===== src/rtl/booth16_seq_mantissa_mul.sv =====
// ---------------------------------------------------------------------------
// booth16_seq_mantissa_mul
//
// Iterative unsigned mantissa multiplier for the fp32 datapath. The
// multiplier operand is recoded into radix-16 Booth digits; one digit is
// retired per cycle and its partial product is folded into a carry-save
// accumulator (SUM/CARRY) by a 3:2 compressor. A single carry-propagate add
// resolves the product once all digits have been consumed.
//
// Timing: accept edge = cycle 0, BUSY cycles 1..DIGITS, FINAL cycle
// DIGITS+1, OUT_VALID from cycle DIGITS+2 (9 for WIDTH=24).
//
// Ports:
//   CLK        in   1        clock, rising edge
//   RST        in   1        synchronous active-high reset
//   IN_VALID   in   1        operand pair valid
//   IN_READY   out  1        block can accept an operand pair
//   MANT_A     in   WIDTH    multiplicand (unsigned)
//   MANT_B     in   WIDTH    multiplier (unsigned, Booth-recoded)
//   OUT_VALID  out  1        PRODUCT is valid
//   OUT_READY  in   1        downstream accepts PRODUCT
//   PRODUCT    out  2*WIDTH  MANT_A * MANT_B
//   PROD_MSB   out  1        PRODUCT[2*WIDTH-1], for downstream normalize
// ---------------------------------------------------------------------------
module booth16_seq_mantissa_mul #(
  parameter int WIDTH = 24
) (
  input  logic               CLK,
  input  logic               RST,
  input  logic               IN_VALID,
  output logic               IN_READY,
  input  logic [WIDTH-1:0]   MANT_A,
  input  logic [WIDTH-1:0]   MANT_B,
  output logic               OUT_VALID,
  input  logic               OUT_READY,
  output logic [2*WIDTH-1:0] PRODUCT,
  output logic               PROD_MSB
);

  localparam int DIGITS = (WIDTH + 1 + 3) / 4;
  localparam int ACCW   = 2 * WIDTH + 4;
  localparam int BW     = 4 * DIGITS;
  localparam int PPW    = WIDTH + 4;
  localparam int KW     = (DIGITS > 1) ? $clog2(DIGITS) : 1;

  localparam logic [KW-1:0]  K_LAST = KW'(DIGITS - 1);
  localparam logic [KW-1:0]  K_ONE  = {{(KW-1){1'b0}}, 1'b1};
  localparam logic [PPW-1:0] PP_ONE = {{(PPW-1){1'b0}}, 1'b1};

  typedef enum logic [1:0] {
    IDLE  = 2'd0,
    BUSY  = 2'd1,
    FINAL = 2'd2,
    DONE  = 2'd3
  } state_t;

  // Radix-16 Booth encoder + select. Window {b[4k+3:4k], b[4k-1]} has
  // weights -8,4,2,1,1. Returns the two's complement partial product
  // with the +1 of negation already folded in.
  function automatic logic [PPW-1:0] booth16_pp(input logic [4:0]       win,
                                                input logic [WIDTH-1:0] a);
    logic [5:0]     digit;
    logic           neg;
    logic [3:0]     mag;
    logic [PPW-1:0] ax;
    logic [PPW-1:0] mult;
    digit = {3'b000, win[3:1]} + {5'b00000, win[0]} - {2'b00, win[4], 3'b000};
    neg   = digit[5];
    mag   = 4'(neg ? (6'b000000 - digit) : digit);
    ax    = {4'b0000, a};
    case (mag)
      4'd0:    mult = {PPW{1'b0}};
      4'd1:    mult = ax;
      4'd2:    mult = ax << 1;
      4'd3:    mult = ax + (ax << 1);
      4'd4:    mult = ax << 2;
      4'd5:    mult = ax + (ax << 2);
      4'd6:    mult = (ax << 1) + (ax << 2);
      4'd7:    mult = (ax << 3) - ax;   // hard multiple, 8A - A
      4'd8:    mult = ax << 3;
      default: mult = {PPW{1'b0}};
    endcase
    return neg ? (~mult + PP_ONE) : mult;
  endfunction

  // 3:2 carry-save compressor; returns {sum, carry}, carry already shifted
  // left by one with plus_one injected at bit 0.
  function automatic logic [2*ACCW-1:0] csa32(input logic [ACCW-1:0] x,
                                              input logic [ACCW-1:0] y,
                                              input logic [ACCW-1:0] z,
                                              input logic            plus_one);
    logic [ACCW-1:0] s;
    logic [ACCW-1:0] c;
    s = x ^ y ^ z;
    c = (((x & y) | (x & z) | (y & z)) << 1) | {{(ACCW-1){1'b0}}, plus_one};
    return {s, c};
  endfunction

  state_t               state_r;
  state_t               state_next_s;
  logic [WIDTH-1:0]     a_r;
  logic [BW-1:0]        b_r;
  logic [ACCW-1:0]      sum_r;
  logic [ACCW-1:0]      carry_r;
  logic [KW-1:0]        k_r;
  logic [2*WIDTH-1:0]   product_r;
  logic                 prod_msb_r;
  logic                 out_valid_r;

  logic                 in_ready_s;
  logic                 accept_s;
  logic [KW+1:0]        bit_base_s;
  logic [BW:0]          b_ext_s;
  logic [4:0]           win_s;
  logic [PPW-1:0]       pp_s;
  logic [ACCW-1:0]      pp_acc_s;
  logic [2*ACCW-1:0]    csa_s;
  logic [2*WIDTH-1:0]   final_s;

  // Digit k starts at bit 4k; the appended zero supplies b[-1] for k=0.
  assign bit_base_s = {k_r, 2'b00};
  assign b_ext_s    = {b_r, 1'b0};
  assign win_s      = 5'(b_ext_s >> bit_base_s);
  assign pp_s       = booth16_pp(win_s, a_r);
  assign pp_acc_s   = {{(ACCW-PPW){pp_s[PPW-1]}}, pp_s} << bit_base_s;
  assign csa_s      = csa32(sum_r, carry_r, pp_acc_s, 1'b0);
  // Product fits in 2*WIDTH bits, so the resolving add is done mod 2^(2*WIDTH).
  assign final_s    = sum_r[2*WIDTH-1:0] + carry_r[2*WIDTH-1:0];

  // Next-state and handshake decode.
  always_comb begin
    state_next_s = state_r;
    in_ready_s   = 1'b0;
    case (state_r)
      IDLE: begin
        in_ready_s = 1'b1;
        if (IN_VALID) begin
          state_next_s = BUSY;
        end else begin
          state_next_s = IDLE;
        end
      end
      BUSY: begin
        if (k_r == K_LAST) begin
          state_next_s = FINAL;
        end else begin
          state_next_s = BUSY;
        end
      end
      FINAL: begin
        state_next_s = DONE;
      end
      DONE: begin
        // Consuming the result frees the slot in the same cycle.
        if (OUT_READY) begin
          in_ready_s = 1'b1;
          if (IN_VALID) begin
            state_next_s = BUSY;
          end else begin
            state_next_s = IDLE;
          end
        end else begin
          in_ready_s   = 1'b0;
          state_next_s = DONE;
        end
      end
      default: begin
        state_next_s = IDLE;
      end
    endcase
    accept_s = in_ready_s & IN_VALID;
  end

  // State register and output-valid flag.
  always_ff @(posedge CLK) begin
    if (RST) begin
      state_r     <= IDLE;
      out_valid_r <= 1'b0;
    end else begin
      state_r     <= state_next_s;
      out_valid_r <= (state_next_s == DONE);
    end
  end

  // Operand capture, digit iteration and carry-save accumulation.
  always_ff @(posedge CLK) begin
    if (RST) begin
      a_r     <= {WIDTH{1'b0}};
      b_r     <= {BW{1'b0}};
      sum_r   <= {ACCW{1'b0}};
      carry_r <= {ACCW{1'b0}};
      k_r     <= {KW{1'b0}};
    end else if (accept_s) begin
      a_r     <= MANT_A;
      b_r     <= {{(BW-WIDTH){1'b0}}, MANT_B};
      sum_r   <= {ACCW{1'b0}};
      carry_r <= {ACCW{1'b0}};
      k_r     <= {KW{1'b0}};
    end else if (state_r == BUSY) begin
      sum_r   <= csa_s[2*ACCW-1:ACCW];
      carry_r <= csa_s[ACCW-1:0];
      if (k_r != K_LAST) begin
        k_r <= k_r + K_ONE;
      end
    end
  end

  // Result register: written once in FINAL, held through DONE.
  always_ff @(posedge CLK) begin
    if (RST) begin
      product_r  <= {(2*WIDTH){1'b0}};
      prod_msb_r <= 1'b0;
    end else if (state_r == FINAL) begin
      product_r  <= final_s;
      prod_msb_r <= final_s[2*WIDTH-1];
    end
  end

  assign IN_READY  = in_ready_s;
  assign OUT_VALID = out_valid_r;
  assign PRODUCT   = product_r;
  assign PROD_MSB  = prod_msb_r;

endmodule


===== config.mk =====
export PLATFORM = sky130hd
export DESIGN_NAME = booth16_seq_mantissa_mul
export DESIGN_NICKNAME = d
export VERILOG_FILES = /design/src/rtl/booth16_seq_mantissa_mul.sv
export SDC_FILE = /design/constraint.sdc
export NUM_CORES = 1
export LEC_CHECK = 0
export CAP_MARGIN = 10
export CORE_MARGIN = 8
export CORE_UTILIZATION = 50
export CTS_CLUSTER_DIAMETER = 60
export DETAILED_ROUTE_END_ITERATION = 10
export DONT_BUFFER_PORTS = 1
export GPL_TIMING_DRIVEN = 1
export PLACE_DENSITY = 0.76
export SETUP_SLACK_MARGIN = 0.02
export SLEW_MARGIN = 20
export SYNTH_ARGS = -nofsm -noshare
export SYNTH_HDL_FRONTEND = slang
export SYNTH_SLANG_ARGS = --single-unit

===== constraint.sdc =====
create_clock -name CLK -period 9.7 [get_ports CLK]
set_clock_uncertainty 0.2 [all_clocks]
set_input_delay 2.425 -clock CLK [delete_from_list [all_inputs] [get_ports CLK]]
set_output_delay 2.425 -clock CLK [all_outputs]
set_load 0.03 [all_outputs]

==> impl_metrics.tcl, run 1 <==
set metrics [dict create \
    antennaDiodeCount 0 \
    hold_viol_final 0 \
    cts_buffers 17 \
    fp.dieH_um 207.5 \
    grt_overflow_total 0 \
    cp.arrival_ns 8.26 \
    post-dp-hpwl_um 42860 \
    ys_async_sr_fraction_pct 0 \
    num_vias 17540 \
    grt_pass1_wl_um 89920 \
    start_util_pct 50.45 \
    clock_tree.root_cell "clkbuf_16" \
    status "finished clean" \
    synth_cell_type_count 103 \
    cts_resized 0 \
    power_frac_seq_pct 27.2 \
    grt_antenna_before_repair 0 \
    rsz0062_at_grt "false" \
    hold_buffers 0 \
    cp_max_fo 39 \
    irDropWorstVdd_mv 0.1496 \
    power_leakage_nw 7.304 \
    drive_gt1_share_pct 4.998 \
    grt_max_degree 116 \
    synthMuxAreaShare_pct 5.799 \
    num_rows 70 \
    finish.utilization_pct 52.84 \
    clk-insertion-delay-late_ns 0.45 \
    power_frac_comb_pct 51.2 \
    design_area_mm2 0.01921 \
    remaining_drc_errors 0 \
    setup_tns_ns 0 \
    track_usage_pct 25.14 \
    drt-initial-drc-count 1779 \
    finalCritPeriodShare_pct 83.58 \
    cap_violations 0 \
    core-area_mm2 0.03635 \
    path_cells "buf_4 -> inv_2 -> nor2_1 -> a221oi_1 -> a21oi_1 -> ha_1 -> inv_1 -> ha_1 -> a211oi_1 -> o32ai_2 -> o21ai_0 -> nor2_2 -> a32oi_1 -> nand4_1 -> nor4_1 -> nand4_1 -> nor3_2 -> a41oi_1 -> xor2_1 -> mux2i_1 -> mux2i_1 -> o21bai_1 -> fa_1 -> a211oi_1" \
    routed_wl_um 56240 \
    htree_levels 4 \
    fin_crit_ns 8.108 \
    gp_congestion 0.9965 \
    pin_count 103 \
    p_switching_w 0.001510 \
    setup_violations 0 \
    synth-simple-area-share_pct 19.26 \
    final_antenna_net_count 0 \
    cts_setup_buffers 0 \
    cp.buffers_inverters 3 \
    worst_pin_slew_ns 1.109 \
    seq_area_frac_synth_pct 21.51 \
    syn_to_final_growth_pct 4.735 \
    synth_top_family_by_area "compound AO/OA/AOI/OAI gates" \
    critical_path_required_ns 9.85 \
    synth-seq-cells 197 \
    vias_per_cell 6.333 \
    fmax_ghz 0.1233 \
    p_per_area_mw_per_mm2 173.1 \
    clkTransAtPathRegs_ns 0.07 \
    synth_area_mm2 0.01834 \
    die_w_um 207.5 \
    final_nets 2525 \
    syn_inst 2373 \
    critical_path_class "register to register" \
    cts.sinks 197 \
    grt_pass1_vias 16560 \
    internal-power_w 0.001814 \
    critical_path.max_stage_delay_ns 0.48 \
    syn_avg_cell_area_um2 7.728 \
    slowest_stage "dfxtp_1" \
    post_drt_wl_per_cell_um 20.31 \
    synth_edf_count 0 \
    synth.net_count 2609 \
    cts_tree "yes" \
    cts_buffer_depth 2 \
    dpl_cell_area_mm2 0.01859 \
    fillers 3449 \
    synthFlopType "dfxtp_1" \
    yosys.area_share.xor_xnor_pct 5.356 \
    relSlewSlack_pct 26.06 \
    io_buffers 0 \
    switching_share_pct 45.41 \
    clkPwrFrac_pct 21.7 \
    worst_path_dominant_cell_family "compound AO/OA/AOI/OAI gates" \
    end_kind "register" \
    yosysWarnings 0 \
    design.die.area_mm2 0.04306 \
    final_max_slew_viol_count 0 \
    synth_compound_area_share_pct 27.47 \
    synth_adder_area_share_pct 14.56 \
    min_path_type "register to register" \
    firstDrtPassIters 6 \
    worst_setup_path_start_kind "register" \
]
-- state kept, by name, summed over array words and instances, names as in the netlist --
signal     count
PRODUCT       48
b_r           24
k_r            3
OUT_VALID      1
sum_r         48
a_r           24
state_r        2
carry_r       47
-- kinds of logic (layout without fill, tap and decap cells) --
kind of cell | after synthesis | in the layout
xor+xnor | 107 | 107
buf+inv | 283 | 211
fa+ha+maj | 184 | 184
flops | 197 | 197
simple gates | 762 | 762
mux | 100 | 100
compound gates | 740 | 740
-- synthesized netlist by cell type (all sizes together) (27+ instances only) --
library cell,instances,share of area [%]
a21o,50,2.0
ha,135,9.2
inv,159,3.3
nor3,33,1.0
clkbuf,100,2.0
nand2,233,4.8
a21oi,199,5.5
o21ai,101,2.8
xor2,29,1.5
mux2i,83,4.5
a211oi,128,5.4
nor2,271,5.6
xnor2,78,3.9
fa,49,5.3
dfxtp,197,22
nand3,63,1.7
o211ai,27,1.1
o21a,33,1.4
-- metrics by stage --
step	power, W	hold WS (ns)	cells	setup WS [ns]
after floorplan	0.002128	0.2329	2373	2.855
after global placement	0.002539	0.2375	2737	2.120
after detailed placement	0.002570	0.2426	2737	1.878
after CTS	0.003292	0.2529	2768	1.802
after global routing	0.003518	0.2772	2769	1.039
final	0.003324	0.2511	2769	1.592
-- tightest hold or removal path, cell delays in order (launching register included) --
cell	delay, ns
dfxtp_1	0.31
nand2_1	0.05
a21oi_1	0.05
-- power groups by stage --
stage	logic (W)	registers, W	clock network [W]
finish	0.00170	0.000904	0.000720
global route	0.00185	0.000909	0.000762
CTS	0.00166	0.000902	0.000730
detailed placement	0.00165	0.000920	0
global placement	0.00162	0.000919	0
floorplan	0.00123	0.000897	0
-- final cells by class --
type                       instances  area [µm²]  area share (%)
multi-input combinational       1893       13310           69.30
sequential                       197        3945           20.54
inverter                         160       600.6           3.127
tap                              468       585.6           3.049
clock buffer                      17       425.4           2.215
timing repair buffer              20       170.2          0.8859
clock inverter                    14       168.9          0.8794
-- layout by cell type, fill, tap and decap left out, types with 76 or more instances in the layout --
| cell | netlist | routed |
|---|---|---|
| nand2_1 | 232 | 231 |
| dfxtp_1 | 197 | 196 |
| o21ai_0 | 95 | 95 |
| ha_1 | 135 | 133 |
| a211oi_1 | 125 | 125 |
| mux2i_1 | 83 | 83 |
| a21oi_1 | 198 | 198 |
| xnor2_1 | 76 | 76 |
| inv_1 | 158 | 158 |
| nor2_1 | 269 | 269 |
-- worst paths after layout --
| path | from | endpoint | slack, ns | cells past startpoint |
|---|---|---|---|---|
| setup / recovery | k_r[1] | sum_r[44] | 1.59 | 24 |
| hold / removal | b_r[16] | b_r[16] | 0.25 | 2 |
| setup reg to reg | k_r[1] | sum_r[44] | 1.59 | 24 |
| hold reg to reg | b_r[16] | b_r[16] | 0.25 | 2 |
-- layer usage --
layer | track usage, % | share of wire (%) | vias to the layer above
met5 | 0 | 0 | -
met2 | 40.33 | 45 | 693
met1 | 33.64 | 45 | 8293
met3 | 4.408 | 7.4 | 122
li1 | - | - | 8428
met4 | 8.800 | 3.1 | 0
No activity file was read; power rests on OpenSTA's default activity.
==> run 2: changes to the inputs <==
==> constraint.sdc (replaced) <==
create_clock -name CLK -period 8.49 [get_ports CLK]
set_clock_uncertainty 0.2 [all_clocks]
set_input_delay 2.1225 -clock CLK [delete_from_list [all_inputs] [get_ports CLK]]
set_output_delay 2.1225 -clock CLK [all_outputs]
set_load 0.03 [all_outputs]
==> impl_metrics.tcl, run 2 (same netlist as run 1, synthesis figures left out) <==
set metrics [dict create \
    timing.rr.end "sum_r[34]" \
    fillers 3419 \
    design.die.area_mm2 0.04306 \
    hold_buffers 0 \
    hold_viol_final 0 \
    p_per_area_mw_per_mm2 197.3 \
    seq_area_mm2 0.003945 \
    finalCritPeriodShare_pct 94.82 \
    fmax_ghz 0.1242 \
    r2r_start "k_r[1]" \
    cts_tree "yes" \
    firstDrtPassIters 6 \
    switching_share_pct 45.79 \
    end_kind "register" \
    pin_count 103 \
    start_util_pct 50.45 \
    worst_pin_slew_ns 1.044 \
    num_rows 70 \
    r2r_slack_ns 0.44 \
    track_usage_pct 25.50 \
    grt_pass1_vias 16510 \
    final_antenna_net_count 0 \
    critPathLaunch "k_r[1]" \
    syn_to_final_growth_pct 4.694 \
    critical_path_class "register to register" \
    status "finished clean" \
    critical_path_required_ns 8.67 \
    min_path_type "register to register" \
    gp_congestion 1.025 \
    fin_crit_ns 8.051 \
    post-dp-hpwl_um 43510 \
    irDropWorstVdd_mv 0.2215 \
    relSlewSlack_pct 30.13 \
    rsz0062_at_grt "false" \
    cp_max_fo 19 \
    cts_buffer_depth 2 \
    p_total_w 0.003789 \
    htree_levels 4 \
    cts_buffers 17 \
    reg2reg_depth 24 \
    grt_pass1_wl_um 90370 \
    num_vias 17560 \
    finish.utilization_pct 52.82 \
    power_frac_seq_pct 27.3 \
    worst_setup_path_start_kind "register" \
    remaining_drc_errors 0 \
    grt_antenna_before_repair 0 \
    post-place-ws_ns 0.6877 \
    vias_per_cell 6.342 \
    antennaDiodeCount 0 \
    clk-insertion-delay-late_ns 0.47 \
    power_leakage_nw 7.299 \
    cts_setup_buffers 0 \
    cp.arrival_ns 8.23 \
    core-area_mm2 0.03635 \
    power_frac_comb_pct 51.1 \
    io_buffers 0 \
    die_w_um 207.5 \
    p_switching_w 0.001735 \
    setup_tns_ns 0 \
    crit_path_end "sum_r[34]" \
    dpl_cell_area_mm2 0.01859 \
    grt_max_degree 123 \
    final_common_cell "nor2_1" \
    grt_overflow_total 0 \
    clock_tree.root_cell "clkbuf_16" \
    clkTransAtPathRegs_ns 0.08 \
    design_area_mm2 0.01920 \
    final_cell_mix "nor2_1 (269), nand2_1 (231), a21oi_1 (198), dfxtp_1 (196), inv_1 (158)" \
    fin_ws_ns 0.4394 \
    setup_violations 0 \
    cap_violations 0 \
    clkPwrFrac_pct 21.6 \
    routed_wl_um 56700 \
    drt-initial-drc-count 1918 \
    final_max_slew_viol_count 0 \
    final_nets 2524 \
    multiInputGateArea_mm2 0.01333 \
    cts.sinks 197 \
    post_drt_wl_per_cell_um 20.48 \
    internal-power_w 0.002054 \
    drive_gt1_share_pct 5.041 \
    fp.dieH_um 207.5 \
]
run 2: cell types whose count changed in the layout (fill, tap and decap cells not counted), sizes merged:
| cell | change |
|---|---|
| buf | -1 |
| bufinv | -1 |
| clkbuf | +1 |
| clkinv | +1 |
| clkinvlp | -2 |
| inv | +2 |
run 2: metrics by stage:
stage / hold WS (ns) / cells
4_1_cts: 0.2554 / 2769
5_1_grt: 0.2787 / 2769
3_5_place_dp: 0.2449 / 2737
3_3_place_gp: 0.2373 / 2737
6_report: 0.2552 / 2769
2_1_floorplan: 0.2329 / 2373
run 2: worst max-delay path, cell delays in order, from the launching register on:
cell and delay, ns:
dfxtp_1 0.66, inv_2 0.31, nor2_1 0.31, a221oi_1 0.12, a21oi_1 0.15, ha_1 0.25, inv_1 0.06, ha_1 0.33
ha_1 0.29, or3_1 0.40, nor2_2 0.41, nor3_1 0.14, nand2_1 0.53, a2bb2oi_1 0.33, nand4_1 0.29, nor3_1 0.55
nand4_2 0.31, or2_1 0.34, o31ai_1 0.25, xor2_1 0.35, or2_2 0.19, nand3_1 0.12, a2bb2oi_1 0.35, fa_1 0.47
a211oi_1 0.23
run 2: cell type report:
type	instances	area share [%]
clock buffers	18	2.287
multi-input cells	1893	69.42
flip-flops and latches	197	20.55
well taps	468	3.050
repair buffers	19	0.7625
clock inverters	14	0.8081
inverters	160	3.128
run 2: power groups by stage:
stage	combinational, W	sequential [W]	clock, W
final	0.00194	0.00103	0.000818
after global routing	0.00211	0.00104	0.000870
after CTS	0.00189	0.00103	0.000831
after detailed placement	0.00188	0.00105	0
after global placement	0.00185	0.00105	0
after floorplan	0.00141	0.00102	0
run 2: worst min-delay path by stage:
stage	startpoint	endpoint	slack [ns]	cells after the start
after floorplan	b_r[11]	b_r[11]	0.23	2
after global placement	b_r[2]	b_r[2]	0.24	2
after detailed placement	b_r[18]	b_r[18]	0.24	2
after CTS	b_r[18]	b_r[18]	0.26	2
after global routing	b_r[18]	b_r[18]	0.28	2
final	b_r[18]	b_r[18]	0.26	2
run 2: what timing repair did:
action,in CTS,in global routing
hold endpoints to repair,0,0
gates resized for setup,0,2
endpoints found under the setup margin,0,2
run 2: layer usage:
metal / routed length [µm] / global-route usage [%] / vias to the layer above
met5: 0 / 0 / -
met4: 1779 / 9.120 / 0
met3: 3878 / 4.152 / 115
met2: 25810 / 41.61 / 654
met1: 25240 / 33.69 / 8350
li1: - / - / 8443
==> run 3: changes to the inputs <==
--- a/config.mk
+++ b/config.mk
@@ -6,6 +6,7 @@
 export NUM_CORES = 1
 export LEC_CHECK = 0
 export CAP_MARGIN = 10
+export CORE_ASPECT_RATIO = 0.75
 export CORE_MARGIN = 8
 export CORE_UTILIZATION = 50
 export CTS_CLUSTER_DIAMETER = 60
==> impl_metrics.tcl, run 3 (same netlist as run 1, synthesis figures left out) <==
set metrics [dict create \
    grt_pass1_vias 16510 \
    post-dp-hpwl_um 44320 \
    cap_violations 0 \
    clkTransAtPathRegs_ns 0.07 \
    p_total_w 0.003815 \
    grt_pass1_wl_um 91620 \
    final_common_cell "nor2_1" \
    remaining_drc_errors 0 \
    finalCritPeriodShare_pct 91.39 \
    r2r_slack_ns 0.73 \
    grt_max_degree 101 \
    fin_crit_ns 7.759 \
    relSlewSlack_pct 21.52 \
    gp_congestion 0.9666 \
    cts.sinks 197 \
    path_cells "buf_4 -> inv_2 -> nor2_1 -> a221oi_1 -> a21oi_1 -> ha_2 -> inv_1 -> ha_1 -> a211oi_1 -> o32ai_2 -> o21ai_0 -> nor2_2 -> a32oi_1 -> nand4_1 -> nor4_1 -> nand4_1 -> nor3_2 -> a41oi_1 -> xor2_1 -> mux2i_1 -> mux2i_1 -> mux2i_1 -> fa_1 -> a211oi_1" \
    internal-power_w 0.002071 \
    final_antenna_net_count 0 \
    power_leakage_nw 7.304 \
    die_w_um 237.1 \
    worst_setup_path_start_kind "register" \
    num_rows 60 \
    critical_path.max_stage_delay_ns 0.55 \
    start_util_pct 50.89 \
    final_max_slew_viol_count 0 \
    clock_tree.root_cell "clkbuf_16" \
    cp_max_fo 19 \
    rsz0062_at_grt "false" \
    slowest_stage "ha_2" \
    drt-initial-drc-count 2145 \
    hold_ws_ns 0.2567 \
    setup_tns_ns 0 \
    reg2reg_depth 24 \
    critical_path_class "register to register" \
    cp.arrival_ns 7.92 \
    fmax_ghz 0.1289 \
    num_vias 17840 \
    drive_gt1_share_pct 5.124 \
    critical_path_required_ns 8.65 \
    setup_violations 0 \
    cts_buffers 17 \
    grt_antenna_before_repair 0 \
    switching_share_pct 45.70 \
    irDropWorstVdd_mv 0.1306 \
    core-area_mm2 0.03603 \
    fin_cells 2768 \
    power_frac_seq_pct 27.1 \
    whs_path_depth 2 \
    syn_to_final_growth_pct 4.598 \
    track_usage_pct 26.03 \
    p_switching_w 0.001743 \
    io_buffers 0 \
    path_common_cell "mux2i_1" \
    fp.dieH_um 181.9 \
    pin_count 103 \
    min_path_type "register to register" \
    vias_per_cell 6.446 \
    design.die.area_mm2 0.04313 \
    power_frac_comb_pct 51.1 \
    design_area_mm2 0.01918 \
    post_drt_wl_per_cell_um 20.99 \
    status "finished clean" \
    final_nets 2526 \
    p_per_area_mw_per_mm2 198.9 \
    clk-insertion-delay-late_ns 0.47 \
    cts_setup_buffers 0 \
    hold_path.startpoint "b_r[17]" \
    cts_tree "yes" \
    worstHoldEndpoint "b_r[17]" \
    hold_viol_final 0 \
    placed_cells 2736 \
    final_cell_mix "nor2_1 (269), nand2_1 (231), a21oi_1 (198), dfxtp_1 (196), inv_1 (158)" \
    end_kind "register" \
    htree_levels 4 \
    antennaDiodeCount 0 \
    r2r_start "k_r[1]" \
    timing.rr.end "sum_r[30]" \
    firstDrtPassIters 6 \
    cts_buffer_depth 2 \
    clkPwrFrac_pct 21.8 \
    routed_wl_um 58100 \
    critPathLaunch "k_r[1]" \
    worst_pin_slew_ns 1.173 \
    grt_overflow_total 0 \
    dpl_cell_area_mm2 0.01860 \
]
## run 3: cell types whose count changed in the layout (fill, tap and decap cells not counted), moves of 2 or more
| cell | previous run | this run |
|---|---|---|
| buf_4 | 18 | 21 |
| clkinv_8 | 4 | 1 |
| clkbuf_1 | 0 | 2 |
| clkinv_2 | 0 | 2 |
## run 3: layout make-up
class | instances | area [µm²]
inverter | 160 | 600.6
tap | 465 | 581.8
multi-input combinational | 1893 | 13330
clock inverter | 13 | 138.9
timing repair buffer | 21 | 157.7
clock buffer | 19 | 432.9
fill | 3334 | 16850
sequential | 197 | 3945
## run 3: worst max-delay path: cells and delay by family (launching register included)
family	cells	cell delay, ns
AO/OA/AOI/OAI	8	2.35
XOR/XNOR	1	0.38
adder cells (fa/ha/maj)	3	1.33
buffers and inverters	3	0.74
flip-flops	1	0.33
multiplexers	3	0.53
AND/OR/NAND/NOR	6	1.78
## run 3: how the worst max path moves through the flow
stage | end | slack (ns) | cells after the start
after detailed placement | sum_r[24] | 0.75 | 25
after floorplan | sum_r[24] | 1.64 | 26
after global placement | sum_r[42] | 1.0 | 23
final | sum_r[30] | 0.73 | 24
after global routing | sum_r[30] | 0.24 | 24
after CTS | sum_r[24] | 0.75 | 25
## run 3: power groups by stage
stage	combinational, W	clock [W]	sequential [W]
after floorplan	0.00141	0	0.00102
after global placement	0.00184	0	0.00105
after detailed placement	0.00188	0	0.00105
after CTS	0.00189	0.000840	0.00103
after global routing	0.00211	0.000878	0.00104
final	0.00195	0.000831	0.00103
## run 3: routing by layer
layer / wire length (µm) / GRT usage [%] / vias to the layer above / part of all wire, %
met5: 0 / 0 / - / 0
met4: 1179 / 6.489 / 0 / 2.0
met3: 5991 / 6.142 / 96 / 10
met2: 23440 / 37.07 / 889 / 40
met1: 27490 / 38.62 / 8436 / 47
li1: - / - / 8422 / -
## run 3: what timing repair did
item,CTS,global route
gates resized for setup,0,2
hold buffers,0,0
setup endpoints to repair,0,3
## run 3: per-stage QoR
| stage | setup slack (ns) | utilization, % |
|---|---|---|
| final | 0.7310 | 53.23 |
| after global routing | 0.2359 | 53.23 |
| after CTS | 0.7467 | 53.21 |
| after detailed placement | 0.7513 | 51.62 |
| after global placement | 0.9970 | 51.61 |
| after floorplan | 1.645 | - |
